<file path="src/rtl/pending_encoder_32_to_5.sv">
// Sequential 32-to-5 encoder: accumulates multi-hot requests into a pending
// register and hands out one index per handshake in round-robin order.
module pending_encoder_32_to_5 (
  input  logic        clk,
  input  logic        rst,
  input  logic        ena,
  input  logic [31:0] set_mask,
  input  logic        flush,
  input  logic        out_ready,
  output logic        out_valid,
  output logic [4:0]  out_idx,
  output logic [31:0] pending,
  output logic        busy
);

  logic [31:0] pend_q, pend_d;
  logic        valid_q, valid_d;
  logic [4:0]  idx_q, idx_d;
  logic [4:0]  ptr_q, ptr_d;

  logic        sel_hit;
  logic [4:0]  sel;
  logic        found;
  logic        free;
  logic [31:0] load_oh;

  // Scan the 32 positions starting at ptr; 5-bit addition wraps the search.
  always_comb begin
    sel   = '0;
    found = 1'b0;
    for (int unsigned i = 0; i < 32; i++) begin
      if (!found && pend_q[ptr_q + 5'(i)]) begin
        sel   = ptr_q + 5'(i);
        found = 1'b1;
      end
    end
  end

  assign sel_hit = |pend_q;
  assign free    = !valid_q || out_ready;

  always_comb begin
    load_oh = '0;
    valid_d = valid_q;
    idx_d   = idx_q;
    ptr_d   = ptr_q;
    if (free) begin
      valid_d = sel_hit;
      if (sel_hit) begin
        load_oh = 32'd1 << sel;
        idx_d   = sel;
        ptr_d   = sel + 5'd1;
      end
    end
    // Set is applied after the load-clear so a colliding set stays pending.
    pend_d = (pend_q & ~load_oh) | (ena ? set_mask : '0);
  end

  always_ff @(posedge clk) begin
    if (rst || flush) begin
      pend_q  <= '0;
      valid_q <= 1'b0;
      idx_q   <= '0;
      ptr_q   <= '0;
    end else begin
      pend_q  <= pend_d;
      valid_q <= valid_d;
      idx_q   <= idx_d;
      ptr_q   <= ptr_d;
    end
  end

  assign out_valid = valid_q;
  assign out_idx   = idx_q;
  assign pending   = pend_q;
  assign busy      = valid_q || sel_hit;

endmodule

</file>
<file path="config.mk">
export PLATFORM = sky130hd
export DESIGN_NAME = pending_encoder_32_to_5
export DESIGN_NICKNAME = d
export VERILOG_FILES = /design/src/rtl/pending_encoder_32_to_5.sv
export SDC_FILE = /design/constraint.sdc
export NUM_CORES = 1
export LEC_CHECK = 0
export BUFFER_PORTS_ARGS = -buffer_cell sky130_fd_sc_hd__buf_2
export CAP_MARGIN = 20
export CELL_PAD_IN_SITES_DETAIL_PLACEMENT = 0
export CELL_PAD_IN_SITES_GLOBAL_PLACEMENT = 1
export CORE_ASPECT_RATIO = 2
export CORE_MARGIN = 2
export CORE_UTILIZATION = 52
export CTS_BUF_LIST = sky130_fd_sc_hd__clkbuf_4
export CTS_CLUSTER_DIAMETER = 120
export DETAILED_ROUTE_END_ITERATION = 12
export GPL_TIMING_DRIVEN = 0
export PLACE_DENSITY_LB_ADDON = 0.12
export RECOVER_POWER = 25
export SYNTH_ARGS = -nofsm -noshare
export SYNTH_HDL_FRONTEND = slang
export SYNTH_SLANG_ARGS = --single-unit
</file>
<file path="constraint.sdc">
create_clock -name clk -period 11.9 [get_ports clk]
set_clock_uncertainty 0.15 [all_clocks]
set_input_delay 0.595 -clock clk [delete_from_list [all_inputs] [get_ports clk]]
set_output_delay 0.595 -clock clk [all_outputs]
set_load 0.005 [all_outputs]
</file>
Word-level counts from Yosys, hierarchy flattened
Index checks and enable logic that the tools add are counted.

Reductions and logical operators: 68. Mux-type cells: 130. Magnitude comparators: 32. Shifts and indexed selects: 1. Bitwise logic cells: 3. Add/subtract/negate cells: 32.

Operators by type and width (count): < comparator 5 x 6 -> 1 bit, second input constant (32); binary-select mux 1 bit (select 5 bit) (32); 2-to-1 mux 5 bit (32); 2-to-1 mux 32 bit (3); adder 5 bit, second input constant (16); 2-to-1 mux 1 bit (63); adder 5 x 4 -> 5 bit, second input constant (8); AND 32 bit (1); logical NOT 1 bit (32); inverter 32 bit (1); OR 32 bit (1); OR reduction 32 bit (1); << shifter 1 x 5 -> 32 bit, first input constant (1); logical AND 1 bit (31); adder 5 x 3 -> 5 bit, second input constant (4); adder 5 x 1 -> 5 bit, second input constant (2); adder 5 x 2 -> 5 bit, second input constant (2); logical OR 1 bit (3); AND reduction 2 bit (1).

Register bits: 43. Logic and storage cells: 270. Output and inout port bits: 39.

Depth between registers and ports, before layout
Gate-level depths: netlist of run 1.

Depth in word-level cells: 102. Mapped depth: 26. Gate-level depth less buffers: 18.

Least setup slack after synthesis of run 1
No wires, ideal clock.

Path kind: register -> register. Start: register ptr_q[0]. End: register pend_q[24] (netlist: pending[24]). Cell stages (with the launch flop): 24. Arrival time: 6.362 ns. Path buffers: 7. Period minus slack after synthesis: 6.603 ns. Slack: 5.297 ns. Library setup time: 0.091 ns. Cells stage by stage: dfxtp_1 buf_2 buf_6 buf_6 buf_6 buf_1 inv_1 ha_1 clkbuf_1 mux4_2 mux4_2 mux2_1 or4b_4 nor4_4 nand2_2 buf_2 a21oi_1 a211o_1 nor4_1 a21oi_1 inv_1 ha_1 and3_1 a311oi_1.

Cells in the longest elaborated chain, start to end: 102.

RTL lines: start, declared (RTL line 19) `logic [4:0] ptr_q, ptr_d;`; start signal, assigned (RTL line 69) `ptr_q <= ptr_d;`; parallel branches: the longest is 95 deep, another holds adder 5 x 1 -> 5 bit; 2-to-1 mux 5 bit (*) (RTL line 32) `if (!found && pend_q[ptr_q + 5'(i)]) begin`; net sel[1] (RTL line 22) `logic [4:0] sel;`; << shifter 1 x 5 -> 32 bit (*) (RTL line 50) `load_oh = 32'd1 << sel;`; 2-to-1 mux 32 bit (*) (RTL line 49) `if (sel_hit) begin`; 2-to-1 mux 32 bit (*) (RTL line 47) `if (free) begin`; inverter 32 bit (*) (RTL line 56) `pend_d = (pend_q & ~load_oh) | (ena ? set_mask : '0);`; AND 32 bit (*) (RTL line 56); OR 32 bit (*) (RTL line 56); end signal, assigned (RTL line 66) `pend_q <= pend_d;`; end, declared (RTL line 16) `logic [31:0] pend_q, pend_d;`.

Mark *: on every way through the listed nets, which the timed path passes. The select of a mux whose other input is x is not followed. A chain may end at the register's enable or synchronous reset.

Final worst setup path of run 1
Start: register ptr_q[0]. End: register pend_q[9] (netlist: pending[9]).

Same word-level chain as after synthesis.

==> results.md, run 1 <==
* Fmax at 106 MHz
* Tot GR Track Use at 46.7%
* Sw frac at 63.7%
* Initial Util at 52.6%
* Detailed Routing Iterations Pass 1 at 6
* Period minus WS final at 9.40 ns
* Clock Pin Slew Worst Setup and Hold Paths at 0.14 ns
* Hold Slack at 0.313 ns
* Fin nets at 1065
* Drt via density at 7.67
* Fillers at 1526
* DRT antenna net count at 0
* Post-synth ARST share at 0%
* CTS tree: built
* Synth warnings at 0
* Final Hold Vio Count at 0
* Global-route wire length before repair at 57200 um
* Status: completed
* HP Class: input pin to register
* Vias in the first global route at 9197
* Area Growth Syn to Fin at 9.24%
* CTS-repair resized insts at 0
* Final setup vio count at 0
* Crit path kind: register to register
* Starting DRC count in detailed routing at 1012
* Hold_buf cts at 0
* Mapped Cells at approximately 900
* Yosys cell types at 81
* GPL Wtd Cong at around 1.1
* RSZ-0062 raised after global routing: no
* Combinational Power Share at about nine tenths
* Most common cell after layout, fill and taps aside: nand2_1
* Dpl ws at 2.97 ns
* Port buffer count at between 70 and 80
* CP Max Fanout at 10
* CTS Root Cell: clkbuf_4
* Die Y at roughly 180 um
* Seq pwr share at under 10%
* Die X-Extent at roughly 92 um
* Post-synth EDFFs at 0
* Initial antenna violation count at 2
* Post-CTS Setup Bufs at 0
* DP Cell Count at 1201
* Max-cap violation count at 0
* Avg WL per Cell at about 32 um
* Mapped Area at 8000 um^2
* Mean Syn Cell Area at 8.66 um^2
* Static Leak at ~0.0033 uW
* Power Density at 305 nW/um^2
* Final TNS setup at 0 ns
* Cell internal pwr at 968 uW
* Hold EP: pending[6]
* DRC Markers at 0
* Clock Power Share at under 10%
* Pin count of the biggest net entering global routing at 16
* Top_reg_cell synth: dfxtp_1
* Worst-margin pin slew at 1.16 ns
* Combined area of the multi-input logic cells at 6820 um^2
* FF-to-FF Start: ptr_q[0]
* I/O pin count at 76
* Clock latency on the worst-skew pair at 0.40 ns
* Hold path depth at 3
* Site row count at 64
* Hold wc startpoint: set_mask[6]
* Crit share post-route at about 79%
* FF-to-FF setup slack at 2.50 ns
* Yosys reg bits at 43
* Max clock buf depth at 2
* Register Area at ~860 um^2
* Share of the yosys chip area belonging to registers at 10.8%
* Post-Layout Cell Count at between 1000 and 1500
* Post-layout util at ~57%
* WP data arrival at between 9 and 10 ns
* DPL Wire Length at slightly below 30000 um
* Total gr overflow at 0
* Worst slew margin at between 20% and 30%
* CP required at 12.02 ns
* Reg2reg path depth at 24
* R2R Path End: pending[9]
* Worst ir drop on vdd at 0.485 mV
* Final wirelength at 38500 um
* Net Count, Synth at 978
* Die area at about 16000 um^2
* Via Count at 9295
* Startpoint types: register
* Core footprint at 15200 um^2
* Fin. max-slew vios at 0
* Inserted Clock Buffers at 5
* Final setup margin at 2.50 ns
* P_sw at 1700 uW
* Share of layout cells above drive strength 1 at 25.0%
* CTS H-Tree Depth at 2
* Most frequent cells in the layout: nand2_1, mux4_2, a21oi_1
* Sink Count at 43
* Crit path capture type: register
-- synthesized netlist by cell type (8+ instances only) --
cell / count / area, um^2
a211oi_1: 9 / 67.6
a21oi_1: 82 / 410
a22oi_1: 8 / 60.1
a311oi_1: 23 / 201
a311oi_2: 10 / 150
a31oi_1: 10 / 62.6
and2_1: 15 / 93.8
and3_1: 12 / 75.1
buf_2: 9 / 45.0
clkbuf_1: 41 / 154
dfxtp_1: 43 / 861
ha_1: 17 / 213
inv_1: 15 / 56.3
mux2_2: 34 / 383
mux2i_1: 40 / 400
mux4_2: 87 / 1960
nand2_1: 112 / 420
nand2b_1: 17 / 106
nand3_1: 9 / 45.0
nand4_1: 13 / 81.3
nor2_1: 51 / 191
nor3_1: 22 / 110
nor4_1: 19 / 119
o211ai_1: 9 / 67.6
o21ai_0: 34 / 170
o22ai_1: 20 / 125
xnor2_1: 23 / 201
xor2_1: 10 / 87.6
-- kinds of logic (layout without fill, tap and decap cells) --
logic type | count (synthesis) | count (layout) | synth area share (%)
AO/OA/AOI/OAI | 279 | 279 | 24.5
XOR/XNOR | 33 | 33 | 3.61
AND/OR/NAND/NOR | 310 | 310 | 19.8
buffers and inverters | 80 | 168 | 4.27
multiplexers | 162 | 162 | 34.4
other | 0 | 2 | 0
flip-flops | 43 | 43 | 10.8
adder cells (fa/ha/maj) | 17 | 17 | 2.66
-- how the worst max path moves through the flow --
stage              from           to  slack, ns
2_1_floorplan  ptr_q[0]  pending[24]       5.30
3_3_place_gp   ptr_q[0]  pending[27]       2.92
3_5_place_dp   ptr_q[0]  pending[27]       2.97
4_1_cts        ptr_q[0]  pending[27]       2.91
5_1_grt        ptr_q[0]  pending[25]       2.28
6_report       ptr_q[0]   pending[9]       2.50
-- power by group through the flow --
stage               Clock, uW  Sequential (uW)  Combinational [uW]
floorplan                   0              187                1530
global placement            0              197                2260
detailed placement          0              198                2260
CTS                      81.8              194                2270
global route             84.3              199                2490
finish                   83.4              197                2380
-- routing by layer --
metal | up-vias | GRT usage (%) | share of wire, %
li1 | 3890 | - | -
met2 | 734 | 75.6 | 47
met3 | 310 | 11.7 | 9.3
met1 | 4359 | 45.1 | 29
met5 | - | 2.16 | 0.075
met4 | 2 | 49.7 | 14
-- worst max-delay path, cell delays in order, from the launching register on --
cell	delay, ns
dfxtp_1	0.35
buf_2	0.18
buf_6	0.21
buf_6	0.19
buf_6	0.19
buf_1	0.82
inv_1	0.31
ha_1	0.38
clkbuf_1	0.62
clkbuf_1	0.69
mux4_2	0.54
mux4_2	0.50
mux2i_1	0.49
nand3b_1	0.25
nor4_4	0.60
clkbuf_1	0.46
nand2_1	0.29
o221ai_1	0.32
o32ai_1	0.22
o21ai_0	0.35
a21oi_1	0.26
inv_1	0.14
ha_1	0.19
and3_1	0.37
a311oi_1	0.16
-- metrics by stage --
| stage | cell area, um^2 | power [uW] |
|---|---|---|
| finish | 8740 | 2660 |
| global route | 8740 | 2770 |
| CTS | 8720 | 2550 |
| detailed placement | 8670 | 2450 |
| global placement | 8620 | 2460 |
| floorplan | 8000 | 1720 |
-- sequential cells by signal (all words and copies together), names as in the netlist --
| signal | count |
|---|---|
| ptr_q | 5 |
| pending | 32 |
| out_idx | 5 |
| out_valid | 1 |
-- cell type report --
cell class                 count  area share [%]
sequential                    43            9.85
multi-input combinational    801            78.1
clock inverter                 1          0.0573
antenna                        2          0.0573
inverter                      20           0.859
tap                          198            2.83
buffer                        60            3.05
clock buffer                   7           0.601
timing repair buffer          80            4.62
(Power assumes the default switching activity.)
==> run 2, diff against run 1 <==
--- a/config.mk
+++ b/config.mk
@@ -11,7 +11,7 @@
 export CELL_PAD_IN_SITES_GLOBAL_PLACEMENT = 1
 export CORE_ASPECT_RATIO = 2
 export CORE_MARGIN = 2
-export CORE_UTILIZATION = 52
+export CORE_UTILIZATION = 48
 export CTS_BUF_LIST = sky130_fd_sc_hd__clkbuf_4
 export CTS_CLUSTER_DIAMETER = 120
 export DETAILED_ROUTE_END_ITERATION = 12
==> constraint.sdc (replaced) <==
create_clock -name clk -period 9.1 [get_ports clk]
set_clock_uncertainty 0.15 [all_clocks]
set_input_delay 0.455 -clock clk [delete_from_list [all_inputs] [get_ports clk]]
set_output_delay 0.455 -clock clk [all_outputs]
set_load 0.005 [all_outputs]
==> run 2 against run 1 <==
Fmax up 5.5%. Routed wire length up 5.8%. Sequential share of layout area down 0.073 points. Sequential cell count unchanged. Worst hold slack worse by 0.15 ns. Setup slack worse by 2.3 ns. Combinational power up 35%. Largest power group unchanged.
==> results.md, run 2 (synthesized netlist as in run 1, its figures left out) <==
* Hold path depth at 3 (unchanged)
* Area Growth Syn to Fin at 10.1%
* Status: completed
* Worst-margin pin slew at 1.27 ns (+0.115 ns)
* Hold Slack at 0.166 ns (-0.147 ns)
* Cell internal pwr at 1300 uW (+34%)
* Tot GR Track Use at 46.6% (about the same)
* Max reg flops at 32 (unchanged)
* CP required at 9.22 ns (-2.80 ns)
* Crit path kind: register to register
* Max clock buf depth at 2 (unchanged)
* Post-CTS Setup Bufs at 0 (unchanged)
* WP data arrival at 9.03 ns (-0.49 ns)
* Final setup vio count at 0 (unchanged)
* Final wirelength at 40700 um (+5.8%)
* RSZ-0062 raised after global routing: no
* Most frequent cells in the layout: nand2_1, mux4_2, a21oi_1
* Static Leak at 0.00329 uW (+1.2%)
* Final TNS setup at 0 ns (unchanged)
* DRC Markers at 0 (unchanged)
* Hold EP: pending[15]
* Period minus WS final at 8.91 ns (-0.490 ns)
* Site row count at 66 (+3.1%)
* FF-to-FF setup slack at 0.19 ns (-2.31 ns)
* Starting DRC count in detailed routing at 877 (-13%)
* Initial antenna violation count at 3 (+1)
* P_sw at 2300 uW (+35%)
* Pin count of the biggest net entering global routing at 16 (unchanged)
* Drt via density at 7.55 (-1.5%)
* CTS H-Tree Depth at 2 (unchanged)
* Hold_buf cts at 0 (unchanged)
* Global-route wire length before repair at 59900 um (+4.7%)
* Sw frac at 63.9% (+0.22 points)
* CTS tree: built
* Avg WL per Cell at 33.3 um (+5.0%)
* Worst slew margin at 15.1% (-7.7 points)
* Clock Power Share at 3.6% (+0.5 points)
* HP Class: input pin to register
* Inserted Clock Buffers at 5 (unchanged)
* Vias in the first global route at 9144 (-0.58%)
* Clock Pin Slew Worst Setup and Hold Paths at 0.14 ns (about the same)
* Most common cell after layout, fill and taps aside: nand2_1
* Initial Util at 49.2% (-3.4 points)
* Total gr overflow at 0 (unchanged)
* Fin. max-slew vios at 0 (unchanged)
* Startpoint types: register
* R2R Path End: pending[18]
* FF-to-FF Start: ptr_q[1]
* Share of layout cells above drive strength 1 at 25.5% (+0.52 points)
* Core footprint at 16300 um^2 (+6.9%)
* DRT antenna net count at 0 (unchanged)
* GPL Wtd Cong at 1.03 (-7.2%)
* Via Count at 9229 (-0.71%)
* Final Hold Vio Count at 0 (unchanged)
* Clock latency on the worst-skew pair at 0.40 ns (about the same)
* CTS-repair resized insts at 0 (unchanged)
* Die area at 17800 um^2 (+8.1%)
* Worst ir drop on vdd at 0.550 mV (+13%)
* Crit share post-route at 98.0% (+19 points)
* Die X-Extent at 95.3 um (+3.9%)
* Sink Count at 43 (unchanged)
* Seq pwr share at 7.2% (-0.2 points)
* Port buffer count at 74 (unchanged)
* I/O pin count at 76 (unchanged)
* CTS Root Cell: clkbuf_4
* Fmax at 112 MHz (+5.5%)
* Max-cap violation count at 0 (unchanged)
* Power Density at 408 nW/um^2 (+34%)
* DPL Wire Length at 31200 um (+5.8%)
* Combinational Power Share at 89.2% (-0.3 points)
* Crit path capture type: register
* Reg2reg path depth at 20 (-17%)
* Fin nets at 1068 (+0.28%)
* Detailed Routing Iterations Pass 1 at 5 (-1)
* Hold wc startpoint: set_mask[15]
* Die Y at 187 um (+4.0%)
* CP Max Fanout at 13 (+3)
==> run 2: power groups by stage <==
stage          combinational, uW  clock (uW)  sequential [uW]
2_1_floorplan               2010           0              244
3_3_place_gp                3010           0              259
3_5_place_dp                3010           0              259
4_1_cts                     3030         131              255
5_1_grt                     3340         134              260
6_report                    3210         131              259
==> run 2: layout make-up <==
cell class / instances / area (um^2)
Clock buffer: 5 / 37.5
Inverter: 20 / 75.1
Buffer: 59 / 272
Multi-Input combinational cell: 801 / 6820
Sequential cell: 43 / 861
Clock inverter: 3 / 38.8
Timing Repair Buffer: 84 / 437
Antenna cell: 3 / 7.51
Fill cell: 1588 / 7460
Tap cell: 204 / 255
==> run 2: worst max path at each step <==
stage,from,to,cells past startpoint
floorplan,ptr_q[0],pending[24],23
global route,ptr_q[2],pending[24],22
CTS,ptr_q[1],pending[24],21
finish,ptr_q[1],pending[18],20
global placement,ptr_q[1],pending[19],20
detailed placement,ptr_q[1],pending[24],21
==> run 2: worst max-delay path, stage by stage, from the launching register on <==
cell	delay [ns]
dfxtp_1	0.50
buf_1	0.63
inv_2	0.27
buf_1	0.60
ha_2	0.83
clkbuf_2	0.43
mux4_2	0.49
mux4_2	0.53
mux2i_1	0.58
nor3b_1	0.38
nand4_1	0.40
clkbuf_1	0.39
nor3_1	0.70
a31oi_1	0.07
o21ai_0	0.36
a31oi_1	0.24
o31a_1	0.44
nor2_1	0.16
and2_1	0.21
buf_2	0.25
a311oi_1	0.12
==> run 2: per-stage QoR <==
stage | cell area (um^2) | cells | power [uW] | util [%] | setup slack [ns]
final | 8800 | 1222 | 3600 | 54.1 | 0.186
after global routing | 8800 | 1220 | 3740 | 54.1 | 0.109
after CTS | 8770 | 1218 | 3420 | 53.9 | 0.00200
after detailed placement | 8700 | 1210 | 3270 | 53.5 | 0.0605
after global placement | 8630 | 1202 | 3270 | 53.0 | 0.0887
after floorplan | 8000 | 924 | 2250 | - | 2.50
==> run 2: per-layer routing <==
| metal | track usage, % | vias to the layer above | routed length (um) |
|---|---|---|---|
| met5 | 0 | - | 0 |
| met4 | 49.5 | 0 | 5780 |
| met3 | 15.9 | 295 | 3770 |
| met2 | 72.6 | 659 | 19000 |
| met1 | 44.2 | 4384 | 12100 |
| li1 | - | 3891 | - |
==> run 3, diff against run 2 <==
--- a/config.mk
+++ b/config.mk
@@ -21,3 +21,4 @@
 export SYNTH_ARGS = -nofsm -noshare
 export SYNTH_HDL_FRONTEND = slang
 export SYNTH_SLANG_ARGS = --single-unit
+export TNS_END_PERCENT = 5
==> constraint.sdc (replaced) <==
create_clock -name clk -period 9.1 [get_ports clk]
set_clock_uncertainty 0.15 [all_clocks]
set_input_delay 0.455 -clock clk [delete_from_list [all_inputs] [get_ports clk]]
set_output_delay 0.455 -clock clk [all_outputs]
set_load 0.1 [all_outputs]
==> run 3 against run 2 <==
Sequential power about the same. Combinational power increased by 4%. Global-route usage unchanged. Critical path depth unchanged. Die area unchanged. Routed wire length increased by 0.11%. Clock-buffer cell count unchanged. First-iteration DRC count decreased by 4.3%. Largest cell class unchanged. Largest power group unchanged.
==> results.md, run 3 (synthesized netlist as in run 1, its figures left out) <==
* DPL Wire Length at 31200 um (unchanged)
* Die area at 17800 um^2 (unchanged)
* Die X-Extent at 95.3 um (unchanged)
* Sink Count at 43 (unchanged)
* DP Cell Count at 1210 (unchanged)
* Max-cap violation count at 0 (unchanged)
* Drt via density at 7.56 (+0.11%)
* GPL Wtd Cong at 1.03 (unchanged)
* Die Y at 187 um (unchanged)
* Port buffer count at 74 (unchanged)
* CTS Root Cell: clkbuf_4
* CTS-repair resized insts at 0 (unchanged)
* Final Hold Vio Count at 0 (unchanged)
* RSZ-0062 raised after global routing: no
* Startpoint types: register
* HP Class: input pin to register
* Share of layout cells above drive strength 1 at 24.1% (-1.4 points)
* Max reg flops at 32 (unchanged)
* Fmax at 111 MHz (-0.63%)
* Tot GR Track Use at 46.6% (unchanged)
* Max clock buf depth at 2 (unchanged)
* Area Growth Syn to Fin at 9.84%
* DRC Markers at 0 (unchanged)
* CP max stage delay at 0.82 ns (about the same)
* Post-Layout Cell Count at 1222 (unchanged)
* Crit path capture type: register
* Combined area of the multi-input logic cells at 6820 um^2 (unchanged)
* WP data arrival at 9.09 ns (+0.06 ns)
* Crit-path leading delay family: buffers and inverters
* Crit share post-route at 98.6% (+0.62 points)
* DRT antenna net count at 0 (unchanged)
* Most common cell after layout, fill and taps aside: nand2_1
* Worst ir drop on vdd at 0.549 mV (-0.30%)
* Initial Util at 49.2% (unchanged)
* Fin. max-slew vios at 0 (unchanged)
* Buf/Inv on CP at 6 (unchanged)
* Total gr overflow at 0 (unchanged)
* Worst-margin pin slew at 1.23 ns (-0.0397 ns)
* Core footprint at 16300 um^2 (unchanged)
* Starting DRC count in detailed routing at 839 (-4.3%)
* Detailed Routing Iterations Pass 1 at 6 (+1)
* Crit path kind: register to register
* Site row count at 66 (unchanged)
* Pin count of the biggest net entering global routing at 16 (unchanged)
* CP required at 9.22 ns (about the same)
* Global-route wire length before repair at 59900 um (unchanged)
* Worst path slowest cell: ha_2
* Avg WL per Cell at 33.3 um (+0.11%)
* CTS tree: built
* Hold_buf cts at 0 (unchanged)
* Via Count at 9239 (+0.11%)
* CTS H-Tree Depth at 2 (unchanged)
* Register Area at 861 um^2 (unchanged)
* Worst slew margin at 17.8% (+2.6 points)
* Fin nets at 1068 (unchanged)
* Status: completed
* Static Leak at 0.00323 uW (-1.8%)
* Most frequent cells in the layout: nand2_1, mux4_2, a21oi_1
* I/O pin count at 76 (unchanged)
* Final wirelength at 40700 um (+0.11%)
* Inserted Clock Buffers at 5 (unchanged)
* Power Density at 425 nW/um^2 (+4.0%)
* Worst-path cell chain: buf_1 -> inv_2 -> buf_1 -> ha_2 -> clkbuf_2 -> mux4_2 -> mux4_2 -> mux2i_1 -> nor3b_1 -> nand4_1 -> clkbuf_1 -> nor3_1 -> a31oi_1 -> o21ai_0 -> a31oi_1 -> o31a_1 -> nor2_1 -> and2_1 -> buf_2 -> a311oi_1
* Final TNS setup at 0 ns (unchanged)
* Vias in the first global route at 9144 (unchanged)
* Final setup vio count at 0 (unchanged)
* Initial antenna violation count at 3 (unchanged)
* Fillers at 1593 (+0.31%)
* Clock latency on the worst-skew pair at 0.40 ns (about the same)
* Clock Pin Slew Worst Setup and Hold Paths at 0.14 ns (about the same)
* Post-CTS Setup Bufs at 0 (unchanged)
* Period minus WS final at 8.97 ns (+0.0568 ns)
* CP Max Fanout at 13 (unchanged)
==> run 3: changes by cell type in the layout (fill, tap and decap cells not counted) <==
cell / change
buf_2: -14
clkbuf_1: +14
==> run 3: final timing paths <==
check	startpoint	end	cells past startpoint	slack, ns
min reg2reg	out_idx[1]	out_idx[1]	2	0.31
min	set_mask[4]	pending[4]	3	0.16
max	ptr_q[1]	pending[18]	20	0.13
max reg2reg	ptr_q[1]	pending[18]	20	0.13
==> run 3: per-layer routing <==
| layer | GRT usage [%] | wire, um | up-vias |
|---|---|---|---|
| met1 | 44.2 | 12100 | 4390 |
| li1 | - | - | 3889 |
| met4 | 49.5 | 5730 | 0 |
| met2 | 72.6 | 19000 | 659 |
| met3 | 15.9 | 3850 | 301 |
| met5 | 0 | 0 | - |
==> run 3: per-stage QoR <==
stage,total power (uW),hold slack (ns),utilization (%),worst slack (ns),area (um^2)
2_1_floorplan,2380,0.474,-,2.50,8000
3_3_place_gp,3400,0.292,53.0,0.0887,8630
3_5_place_dp,3400,0.293,53.5,0.0605,8700
4_1_cts,3550,0.161,53.9,0.00200,8770
5_1_grt,3870,0.180,54.0,0.109,8780
6_report,3730,0.165,54.0,0.129,8790
==> run 3: worst register-to-register path: stages (launching register included) <==
cell	delay, ns
dfxtp_1	0.50
buf_1	0.65
inv_2	0.28
buf_1	0.59
ha_2	0.83
clkbuf_2	0.44
mux4_2	0.48
mux4_2	0.54
mux2i_1	0.53
nor3b_1	0.39
nand4_1	0.42
clkbuf_1	0.40
nor3_1	0.71
a31oi_1	0.08
o21ai_0	0.39
a31oi_1	0.26
o31a_1	0.44
nor2_1	0.16
and2_1	0.22
buf_2	0.26
a311oi_1	0.13
==> run 3: layout make-up <==
class                   count  share of cell area (%)
clock buffers               5                   0.427
inverters                  20                   0.854
plain buffers              59                    3.09
diodes                      3                  0.0854
flip-flops and latches     43                    9.80
multi-input cells         801                    77.6
well taps                 204                    2.90
repair buffers             84                    4.77
clock inverters             3                   0.441
==> run 3: report_power, final <==
group / switching, uW / internal, uW / total, uW
Combinational: 2320 / 1030 / 3340
Sequential: 46.3 / 213 / 259
Clock: 74.3 / 56.5 / 131
Total: 2440 / 1300 / 3730
